--- config.mk ---
export PLATFORM = sky130hd
export DESIGN_NAME = latch_q_sync_filter
export DESIGN_NICKNAME = d
export VERILOG_FILES = /design/src/rtl/latch_q_sync_filter.sv
export SDC_FILE = /design/constraint.sdc
export NUM_CORES = 1
export LEC_CHECK = 0
export CAP_MARGIN = 15
export CORE_UTILIZATION = 51
export DETAILED_ROUTE_END_ITERATION = 8
export HOLD_SLACK_MARGIN = 0.05
export PLACE_DENSITY = 0.81
export SYNTH_ARGS = -nofsm -noshare
export SYNTH_HDL_FRONTEND = slang
export SYNTH_SLANG_ARGS = --single-unit
--- constraint.sdc ---
create_clock -name clk -period 4.7 [get_ports clk]
set_input_delay 0.94 -clock clk [delete_from_list [all_inputs] [get_ports clk]]
set_output_delay 0.94 -clock clk [all_outputs]
set_load 0.005 [all_outputs]
--- src/rtl/latch_q_sync_filter.sv ---
// latch_q_sync_filter
//
// Purpose:
//   Brings the output Q of a level-sensitive D latch into the clk domain.
//   Q_in is first synchronised, then glitch-filtered. Rising and falling
//   edges of the filtered value become one-cycle pulses and event records
//   on a valid/ready handshake. A saturating edge counter and a sticky
//   overflow flag are also kept.
//
// Parameters:
//   SYNC_STAGES  depth of the synchroniser flop chain (>= 2)
//   FILT_CYCLES  consecutive mismatching cycles needed before Q_filt follows (>= 1)
//   CNT_W        width of the saturating edge counter
//
// Ports:
//   clk         in   system clock, rising edge
//   rst_n       in   asynchronous active-low reset
//   Q_in        in   latch output Q, asynchronous to clk
//   clr         in   synchronous clear of evt_cnt, overflow and evt_valid
//   Q_filt      out  synchronised and filtered copy of Q_in
//   rise_pulse  out  one-cycle pulse on a filtered 0->1 transition
//   fall_pulse  out  one-cycle pulse on a filtered 1->0 transition
//   evt_valid   out  an event record is pending
//   evt_edge    out  edge type of the pending record (1 = rise, 0 = fall)
//   evt_ready   in   consumer accepts the pending record
//   evt_cnt     out  saturating count of filtered edges
//   overflow    out  sticky: an edge was dropped while a record was pending

module latch_q_sync_filter #(
  parameter int SYNC_STAGES = 2,
  parameter int FILT_CYCLES = 4,
  parameter int CNT_W       = 8
) (
  input  logic             clk,
  input  logic             rst_n,
  input  logic             Q_in,
  input  logic             clr,
  output logic             Q_filt,
  output logic             rise_pulse,
  output logic             fall_pulse,
  output logic             evt_valid,
  output logic             evt_edge,
  input  logic             evt_ready,
  output logic [CNT_W-1:0] evt_cnt,
  output logic             overflow
);

  localparam int                FCNT_W    = $clog2(FILT_CYCLES) + 1;
  localparam logic [FCNT_W-1:0] FCNT_LAST = FCNT_W'(FILT_CYCLES - 1);
  localparam logic [CNT_W-1:0]  CNT_MAX   = '1;

  typedef enum logic {
    IDLE = 1'b0,
    PEND = 1'b1
  } state_t;

  logic [SYNC_STAGES-1:0] sync_q;
  logic                   sync_out;
  logic [FCNT_W-1:0]      fcnt;
  logic                   mismatch;
  logic                   take;
  state_t                 state;
  state_t                 state_next;
  logic                   load_rec;
  logic                   drop_rec;

  assign sync_out = sync_q[SYNC_STAGES-1];
  assign mismatch = sync_out ^ Q_filt;
  // A filtered edge: the synchronised value has disagreed with Q_filt for
  // FILT_CYCLES cycles in a row, counting this one.
  assign take     = mismatch && (fcnt == FCNT_LAST);

  always_ff @(posedge clk or negedge rst_n) begin
    if (!rst_n) begin
      sync_q <= '0;
    end else begin
      sync_q <= {sync_q[SYNC_STAGES-2:0], Q_in};
    end
  end

  // Any agreement between sync_out and Q_filt restarts the count, so only
  // an unbroken run of mismatches can move Q_filt.
  always_ff @(posedge clk or negedge rst_n) begin
    if (!rst_n) begin
      fcnt   <= '0;
      Q_filt <= 1'b0;
    end else if (!mismatch) begin
      fcnt   <= '0;
    end else if (take) begin
      fcnt   <= '0;
      Q_filt <= sync_out;
    end else begin
      fcnt   <= fcnt + 1'b1;
    end
  end

  // Pulses are registered from the same condition that updates Q_filt, so
  // they line up with the new Q_filt value and ignore clr and the handshake.
  always_ff @(posedge clk or negedge rst_n) begin
    if (!rst_n) begin
      rise_pulse <= 1'b0;
      fall_pulse <= 1'b0;
    end else begin
      rise_pulse <= take & sync_out;
      fall_pulse <= take & ~sync_out;
    end
  end

  always_ff @(posedge clk or negedge rst_n) begin
    if (!rst_n) begin
      state <= IDLE;
    end else begin
      state <= state_next;
    end
  end

  // clr beats a coincident edge. In PEND an accepted record and a new edge
  // in the same cycle keep us in PEND with the new record.
  always_comb begin
    state_next = state;
    if (clr) begin
      state_next = IDLE;
    end else begin
      case (state)
        IDLE:    if (take) state_next = PEND;
        PEND:    if (evt_ready && !take) state_next = IDLE;
        default: state_next = IDLE;
      endcase
    end
  end

  always_comb begin
    evt_valid = (state == PEND);
    load_rec  = !clr && take && ((state == IDLE) || evt_ready);
    drop_rec  = !clr && take && (state == PEND) && !evt_ready;
  end

  always_ff @(posedge clk or negedge rst_n) begin
    if (!rst_n) begin
      evt_edge <= 1'b0;
    end else if (load_rec) begin
      evt_edge <= sync_out;
    end
  end

  always_ff @(posedge clk or negedge rst_n) begin
    if (!rst_n) begin
      overflow <= 1'b0;
    end else if (clr) begin
      overflow <= 1'b0;
    end else if (drop_rec) begin
      overflow <= 1'b1;
    end
  end

  // Dropped edges are still counted; the count sticks at all-ones.
  always_ff @(posedge clk or negedge rst_n) begin
    if (!rst_n) begin
      evt_cnt <= '0;
    end else if (clr) begin
      evt_cnt <= '0;
    end else if (take && (evt_cnt != CNT_MAX)) begin
      evt_cnt <= evt_cnt + 1'b1;
    end
  end

endmodule
==> impl_metrics.py, run 1 <==
metrics = {
    "die": {
        "rows": 14,
        "dieArea_um2": 1810,
        "die_h_um": 42.5,
        "initial_utilization_pct": 55.0,
        "io_pins": 19,
        "die_w_um": 42.5,
        "core_um2": 1520,
    },
    "hold_path": {
        "min_to": "sync_q[1]",
        "hold_start": "sync_q[0]",
        "hold_path_depth": 0,
        "hold_path.class": "reg -> reg",
    },
    "timing": {
        "slew_violations": 0,
        "rsz0062_at_grt": "no",
        "max-slew-margin-rel_pct": 45.5,
        "setup-violations-final": 0,
        "worst_pin_slew_ps": 815,
        "post-route-min-period_ps": 2230,
        "fmax_mhz": 449,
        "totalNegativeSetupSlack_ps": 0,
        "finalHoldViolCount": 0,
        "skew_ps": 2.15,
        "fin_ws_ps": 2470,
        "period_share_pct": 47.4,
    },
    "drt": {
        "first_pass_iters": 4,
        "vias_per_cell": 5.81,
        "postRouteWirelength_um": 1530,
        "drt_iter0_markers": 10,
        "final_antenna_net_count": 0,
        "via_count": 662,
        "drc": 0,
        "wl_per_cell_um": 13.4,
    },
    "final_layout": {
        "fillers": 130,
        "nets": 106,
        "syn2layout_area_growth_pct": 26.6,
        "final_util_pct": 69.6,
        "drive_above_1_share_pct": 9.18,
        "diodes": 0,
    },
    "place": {
        "dpl_worst_slack_ps": 2370,
        "gp_congestion": 0.818,
        "dp_hpwl_um": 1100,
        "placement.io_buffers": 18,
    },
    "setup_path": {
        "crit_chain": "clkdlybuf4s50_1",
        "path_buf_inv": 1,
        "cp.arrival_ps": 1290,
        "reg2regPathDepth": 5,
        "slowest_delay_ps": 540,
        "crit_fanout": 7,
        "cp_slowest_cell": "clkdlybuf4s50_1",
        "critPathKind": "reg -> out",
        "reg2reg_from": "evt_cnt[0]",
        "end_kind": "primary output",
        "cp.required_ps": 3760,
        "worstSetupStartpointType": "register",
        "critPathTopFamily": "buffers and inverters",
        "worst_r2r_endpoint": "evt_cnt[6]",
        "rrSetupSlack_ps": 3020,
    },
    "logic_synthesis": {
        "synth_area_um2": 838,
        "syn-num-nets": 84,
        "ys_seq_area_share_pct": 56.7,
        "synth.distinct_cells": 31,
        "synth_top_area_share_pct": 56.7,
        "synth_area_per_cell_um2": 10.9,
        "yosys_warnings": 0,
        "syn-instance-count": 77,
        "netlist_top_cells_area": "dfrtp_1 (57%), nor2_1 (5.4%), nor3_1 (3.6%)",
        "synth_seq_cells": 19,
        "synth_area_leader_cell": "dfrtp_1",
    },
    "clock_tree": {
        "cts_made_buffers": 3,
        "cts_setup_buffers": 0,
        "postCtsHoldBufs": 0,
        "cts_resized": 0,
        "htreeDepth": 1,
        "clk_latency_ps": 280,
        "clk_pin_slew_ps": 100,
        "cts.sinks": 19,
        "cts_tree": "done",
        "clockBufferDepth": 2,
        "cts-root-buf": "clkbuf_4",
    },
    "global_routing": {
        "groute.usage.overall_pct": 18.1,
        "grt_max_degree": 20,
        "overflow": 0,
        "grt_pass1_vias": 578,
        "antenna_found_initial": 0,
        "grt_pass1_wl_um": 2400,
    },
    "power": {
        "totalPowerFinal_mw": 0.358,
        "power_density_nw_per_um2": 338,
        "clock_power_share_pct": 21.8,
        "p_switching_mw": 0.0973,
        "p_seq_share_pct": 55.0,
        "pwr-share-comb_pct": 23.3,
        "p_int_mw": 0.261,
        "power_leakage_nw": 0.443,
        "swShare_pct": 27.2,
        "ir_drop_mv": 0.207,
    },
    "outcome": {
        "status": "complete, no violations",
    },
    "run": {
        "maxCapViolCount": 0,
    },
}
## layout by cell type (no fill, tap or decap), drive strengths merged, types with 2 or more instances in the layout
| master | count |
|---|---|
| dfrtp | 19 |
| clkdlybuf4s50 | 18 |
| nor2 | 12 |
| nor3 | 6 |
| clkbuf | 4 |
| a21oi | 3 |
| nand2 | 3 |
| nor2b | 2 |
| nand3 | 2 |
| nand4 | 2 |
| o211ai | 2 |
| mux2i | 2 |
| nor4 | 2 |
| a211oi | 2 |
| inv | 2 |
| ha | 2 |
| xor2 | 2 |
## layer usage
| metal | global-route usage (%) | wire (um) |
|---|---|---|
| met3 | 3.02 | 112 |
| met4 | 9.38 | 6 |
| met5 | 0 | 0 |
| met2 | 28.9 | 688 |
| met1 | 23.5 | 719 |
## kinds of logic after synthesis
kind of cell / count (synthesis) / share of synthesized area, %
and+or+nand+nor: 35 / 21.5
DFF: 19 / 56.7
AOI/OAI and AO/OA: 12 / 9.70
xor gates and xnor gates: 3 / 4.03
buffers and inverters: 3 / 1.34
muxes: 3 / 3.73
adders and majority gates: 2 / 2.98
## power groups by stage
| stage | registers, mW | clock network [mW] | logic, mW |
|---|---|---|---|
| floorplan | 0.200 | 0 | 0.0455 |
| global placement | 0.200 | 0 | 0.0830 |
| detailed placement | 0.201 | 0 | 0.0839 |
| CTS | 0.197 | 0.0823 | 0.0840 |
| global route | 0.200 | 0.0878 | 0.0923 |
| finish | 0.197 | 0.0779 | 0.0834 |
## registers in the layout (all words and copies together), names as in the netlist
signal      flops
fcnt            3
evt_valid       1
rise_pulse      1
overflow        1
evt_edge        1
fall_pulse      1
sync_q          2
evt_cnt         8
Q_filt          1
## layout make-up
class	instances	area (um2)	share of cell area, %
Sequential cell	19	475	44.8
Multi-Input combinational cell	55	352	33.1
Timing Repair Buffer	18	180	17.0
Clock buffer	4	26.3	2.48
Tap cell	16	20.0	1.89
Inverter	2	7.51	0.708
## per-stage QoR
| stage | area, um2 | cells | hold WS, ps |
|---|---|---|---|
| floorplan | 838 | 77 | 331 |
| global placement | 1030 | 110 | 333 |
| detailed placement | 1030 | 110 | 341 |
| CTS | 1060 | 114 | 364 |
| global route | 1060 | 114 | 377 |
| finish | 1060 | 114 | 362 |
## Yosys cell counts
cell,number
nor3_1,6
dfrtp_1,19
clkbuf_1,1
nand2_1,2
nor3b_1,1
nor2b_1,2
a21o_2,1
ha_1,2
a31oi_1,1
a211oi_1,2
and2b_1,1
o21ai_0,1
inv_1,2
and3_2,1
nand2_2,1
and2_2,1
mux2_2,1
nand2b_1,1
o211ai_1,2
xor2_2,1
mux2i_1,2
or4_1,1
nor2_1,12
nor4_1,2
a41oi_1,1
nand4_1,2
xnor2_1,1
xor2_1,1
o31ai_1,1
nand3_1,2
a21oi_1,3
## how the worst max path moves through the flow
stage,startpoint,end,cells past startpoint,slack [ps]
2_1_floorplan,evt_ready,evt_edge,3,3120
3_5_place_dp,clr,evt_edge,3,2370
5_1_grt,evt_cnt[5],evt_cnt[5],1,2420
6_report,evt_cnt[5],evt_cnt[5],1,2470
3_3_place_gp,clr,evt_edge,3,2410
4_1_cts,evt_cnt[5],evt_cnt[5],1,2470
Note: power is estimated with default switching activity, not from simulation.
==> run 2: changes to the inputs <==
CORE_UTILIZATION = 47   (was 51)
PLACE_DENSITY = 0.75   (was 0.81)
clock period = 2.1 ns   (was 4.7 ns; I/O delays follow)
==> run 2 against run 1 <==
  * First-iteration DRC count grew 140%
  * Flip-flop and latch count is the same
  * Power is 130% higher
  * Final area grew 1.4%
  * Register-to-register slack got worse by 2600 ps
  * Utilization fell by 1.4 points
  * Clock power is 130% higher
  * Worst setup slack worse by 2100 ps
  * Critical path type unchanged
  * Clock skew about the same
  * Largest power group unchanged
==> impl_metrics.py, run 2 (synthesis gave the netlist of run 1 again) <==
metrics = {
    "outcome": {
        "status": "complete, no violations",
    },
    "clock_tree": {
        "clk_latency_ps": 290,
        "clockBufferDepth": 2,
        "cts_resized": 0,
        "clk_pin_slew_ps": 100,
        "cts_setup_buffers": 0,
        "htreeDepth": 1,
        "cts_tree": "done",
        "cts_made_buffers": 3,
        "cts.sinks": 19,
        "cts-root-buf": "clkbuf_4",
        "postCtsHoldBufs": 0,
    },
    "timing": {
        "fmax_mhz": 581,
        "max-slew-margin-rel_pct": 67.3,
        "worst_pin_slew_ps": 487,
        "rsz0062_at_grt": "no",
        "slew_violations": 0,
        "post-route-min-period_ps": 1720,
        "holdWs_ps": 373,
        "totalNegativeSetupSlack_ps": 0,
        "skew_ps": 2.13,
        "finalHoldViolCount": 0,
        "period_share_pct": 82.0,
        "setup-violations-final": 0,
    },
    "setup_path": {
        "crit_fanout": 6,
        "path_buf_inv": 1,
        "reg2regPathDepth": 5,
        "cp_slowest_cell": "clkdlybuf4s50_1",
        "critPathKind": "reg -> out",
        "crit_start": "evt_cnt[2]",
        "slowest_delay_ps": 540,
        "cp.arrival_ps": 1300,
        "worstSetupStartpointType": "register",
        "crit_chain": "clkdlybuf4s50_1",
        "worstSetupEndpoint": "evt_cnt[2]",
        "cp.depth": 1,
        "end_kind": "primary output",
        "worst_r2r_endpoint": "evt_cnt[5]",
        "cp.required_ps": 1680,
        "reg2reg_from": "evt_cnt[0]",
        "rrSetupSlack_ps": 430,
        "critPathTopFamily": "buffers and inverters",
    },
    "die": {
        "rows": 14,
        "core_um2": 1580,
        "die_h_um": 44.2,
        "die_w_um": 44.2,
        "io_pins": 19,
        "dieArea_um2": 1960,
        "initial_utilization_pct": 53.2,
    },
    "power": {
        "power_density_nw_per_um2": 756,
        "power_leakage_nw": 0.453,
        "totalPowerFinal_mw": 0.813,
        "ir_drop_mv": 0.430,
    },
    "final_layout": {
        "largest-register": "evt_cnt",
        "final_cell_mix": "dfrtp_1 (19), clkdlybuf4s50_1 (18), nor2_1 (12), nor3_1 (6)",
        "largest_register_ffs": 8,
        "final_common_cell": "dfrtp_1",
        "fillers": 125,
        "fin_area_um2": 1080,
        "drive_above_1_share_pct": 11.0,
        "syn2layout_area_growth_pct": 28.4,
        "nets": 108,
        "diodes": 0,
        "reg.largest.list": "evt_cnt: 8 flops, fcnt: 3 flops, sync_q: 2 flops",
    },
    "run": {
        "maxCapViolCount": 0,
    },
    "global_routing": {
        "overflow": 0,
        "grt_pass1_vias": 619,
        "groute.usage.overall_pct": 18.7,
        "antenna_found_initial": 0,
        "grt_max_degree": 20,
        "grt_pass1_wl_um": 2680,
    },
    "drt": {
        "vias_per_cell": 5.47,
        "postRouteWirelength_um": 1580,
        "final_antenna_net_count": 0,
        "first_pass_iters": 6,
        "via_count": 635,
        "drc": 0,
        "drt_iter0_markers": 24,
        "wl_per_cell_um": 13.6,
    },
    "place": {
        "dp_hpwl_um": 1140,
        "gp_congestion": 0.782,
        "postPlaceCellArea_um2": 1050,
        "placement.io_buffers": 18,
    },
    "hold_path": {
        "hold_path.class": "reg -> reg",
    },
}
[run 2: cell types whose count changed in the layout (fill, tap and decap cells not counted), sizes merged]
cell  change
buf       +2
[run 2: power breakdown]
group	switching (mW)	internal (mW)
Sequential	0.0325	0.408
Clock	0.107	0.0739
Combinational	0.0869	0.105
[run 2: area by class of cell]
class | count | area, um2 | share of cell area, %
Sequential cell | 19 | 475 | 44.2
Multi-Input combinational cell | 55 | 352 | 32.7
Timing Repair Buffer | 20 | 195 | 18.1
Clock buffer | 4 | 26.3 | 2.44
Tap cell | 16 | 20.0 | 1.86
Inverter | 2 | 7.51 | 0.698
[run 2: through the flow]
step	util [%]	worst slack [ps]	cells
2_1_floorplan	-	573	77
3_3_place_gp	66.6	513	112
3_5_place_dp	66.6	424	112
4_1_cts	68.3	377	116
5_1_grt	68.3	272	116
6_report	68.3	378	116
[run 2: routing by layer]
layer / up-vias / share of wire [%] / track usage (%)
met2: 12 / 46 / 29.7
met1: 296 / 49 / 25.3
met4: 0 / 1.7 / 9.09
met5: - / 0 / 0
met3: 5 / 3.2 / 2.45
li1: 322 / - / -
[run 2: how the worst min path moves through the flow]
| stage | start | endpoint | slack (ps) | cells after the start |
|---|---|---|---|---|
| after floorplan | rst_n | Q_filt | 120 | 0 |
| after detailed placement | sync_q[0] | sync_q[1] | 350 | 0 |
| after global routing | sync_q[0] | sync_q[1] | 380 | 0 |
| final | sync_q[0] | sync_q[1] | 370 | 0 |
| after global placement | sync_q[0] | sync_q[1] | 330 | 0 |
| after CTS | sync_q[0] | sync_q[1] | 370 | 0 |
==> run 3: changes to the inputs <==
clock period = 1.61 ns   (was 2.1 ns; I/O delays follow)
==> run 3 against run 2 <==
  * The flow now finishes with violations (setup timing)
  * Clock skew barely moved
  * First-iteration DRC count fell by 54%
  * Final area grew 7.8%
  * Utilization rose by 5.3 points
  * Hold slack got worse by 18 ps
  * Clock power is 31% higher
  * Non-clock buffer count rose by 7
  * Sequential share of layout area is 2.8 points lower
  * Worst setup slack got worse by 420 ps
  * Die area is the same
  * Largest cell class unchanged
  * Largest power group unchanged
  * Highest routed layer unchanged
==> impl_metrics.py, run 3 (synthesis gave the netlist of run 1 again) <==
metrics = {
    "final_layout": {
        "drive_above_1_share_pct": 24.3,
        "diodes": 0,
        "reg.largest.list": "evt_cnt: 8 flops, fcnt: 3 flops, sync_q: 2 flops",
        "largest_register_ffs": 8,
        "syn2layout_area_growth_pct": 38.4,
        "largest-register": "evt_cnt",
        "nets": 115,
        "fin_area_um2": 1160,
        "final_util_pct": 73.6,
        "final_cell_mix": "dfrtp_1 (15), clkdlybuf4s50_1 (15), nor2_1 (12), buf_4 (8), nor3_1 (5)",
        "fin_cells": 123,
    },
    "die": {
        "initial_utilization_pct": 53.2,
        "io_pins": 19,
        "die_h_um": 44.2,
        "die_w_um": 44.2,
        "core_um2": 1580,
        "dieArea_um2": 1960,
        "rows": 14,
    },
    "timing": {
        "period_share_pct": 103,
        "slew_violations": 0,
        "setup-violations-final": 1,
        "worst_pin_slew_ps": 475,
        "fmax_mhz": 604,
        "fin_ws_ps": -44.6,
        "skew_ps": 2.04,
        "holdWs_ps": 355,
        "finalHoldViolCount": 0,
        "max-slew-margin-rel_pct": 68.0,
        "totalNegativeSetupSlack_ps": -44.6,
        "post-route-min-period_ps": 1650,
        "rsz0062_at_grt": "yes",
    },
    "clock_tree": {
        "clk_latency_ps": 290,
        "cts-root-buf": "clkbuf_4",
        "cts_made_buffers": 3,
        "postCtsHoldBufs": 0,
        "htreeDepth": 1,
        "cts.sinks": 19,
        "clockBufferDepth": 2,
        "cts_tree": "done",
        "clk_pin_slew_ps": 110,
    },
    "place": {
        "dpl_worst_slack_ps": 9.72,
        "dp_cells": 116,
        "dp_hpwl_um": 1250,
        "postPlaceCellArea_um2": 1080,
        "placement.io_buffers": 18,
        "gp_congestion": 0.805,
    },
    "setup_path": {
        "cp.arrival_ps": 1860,
        "end_kind": "register",
        "worstSetupStartpointType": "register",
        "crit_fanout": 5,
        "path_buf_inv": 0,
        "crit_chain": "ha_1 > nand3_1 > nor4_1 > nor2_1 > a211oi_1",
        "critPathTopFamily": "simple AND/OR/NAND/NOR gates",
        "cp_slowest_cell": "nor4_1",
        "cp.required_ps": 1810,
        "rrSetupSlack_ps": -40,
        "slowest_delay_ps": 460,
        "critPathKind": "reg -> reg",
    },
    "drt": {
        "vias_per_cell": 5.58,
        "via_count": 686,
        "final_antenna_net_count": 0,
        "wl_per_cell_um": 14.6,
        "drc": 0,
        "postRouteWirelength_um": 1790,
        "drt_iter0_markers": 11,
        "first_pass_iters": 6,
    },
    "hold_path": {
        "hold_path.class": "in -> async",
    },
    "global_routing": {
        "grt_max_degree": 20,
        "grt_pass1_wl_um": 2980,
        "groute.usage.overall_pct": 21.2,
        "overflow": 0,
        "antenna_found_initial": 0,
        "grt_pass1_vias": 707,
    },
    "power": {
        "ir_drop_mv": 0.669,
        "totalPowerFinal_mw": 1.12,
        "power_density_nw_per_um2": 970,
        "power_leakage_nw": 0.506,
    },
    "outcome": {
        "status": "finished, violations left",
        "failed_checks": "setup timing",
    },
    "run": {
        "maxCapViolCount": 0,
    },
}
-- run 3: cell type report --
| class | instances | area [um2] |
|---|---|---|
| Tap cell | 16 | 20.0 |
| Clock buffer | 3 | 22.5 |
| Inverter | 2 | 7.51 |
| Fill cell | 124 | 417 |
| Timing Repair Buffer | 27 | 248 |
| Clock inverter | 1 | 5.00 |
| Sequential cell | 19 | 480 |
| Multi-Input combinational cell | 55 | 377 |
-- run 3: repair_timing --
action,CTS,global route
endpoints found under the setup margin,5,7
pin swaps,0,1
gates resized for setup,6,8
buffers inserted,1,2
-- run 3: path summary, 6_finish.rpt --
path | depth (start not counted) | from | endpoint
max | 5 | evt_cnt[0] | evt_cnt[6]
min | 2 | rst_n | Q_filt
max reg2reg | 5 | evt_cnt[0] | evt_cnt[6]
min reg2reg | 0 | sync_q[0] | sync_q[1]
max in group asynchronous | 2 | rst_n | sync_q[1]
min in group clk | 0 | sync_q[0] | sync_q[1]
-- run 3: worst register-to-register path, cell delays in order, from the launching register on --
cell and delay [ps]:
dfrtp_1 390, ha_1 210, nand3_1 170, nor4_1 460, nor2_1 100, a211oi_1 240
-- run 3: routing by layer --
| metal | up-vias | GRT usage (%) | share of wire [%] |
|---|---|---|---|
| met4 | 0 | 10.9 | 1.3 |
| met2 | 19 | 37.1 | 53 |
| met5 | - | 0 | 0 |
| met3 | 4 | 5.31 | 3.1 |
| met1 | 331 | 23.8 | 42 |
| li1 | 332 | - | - |
-- run 3: power by group --
group          internal [mW]  switching (mW)  total, mW
sequential             0.532          0.0475      0.580
clock                 0.0924           0.145      0.237
combinational          0.172           0.136      0.308
total                  0.797           0.328       1.12
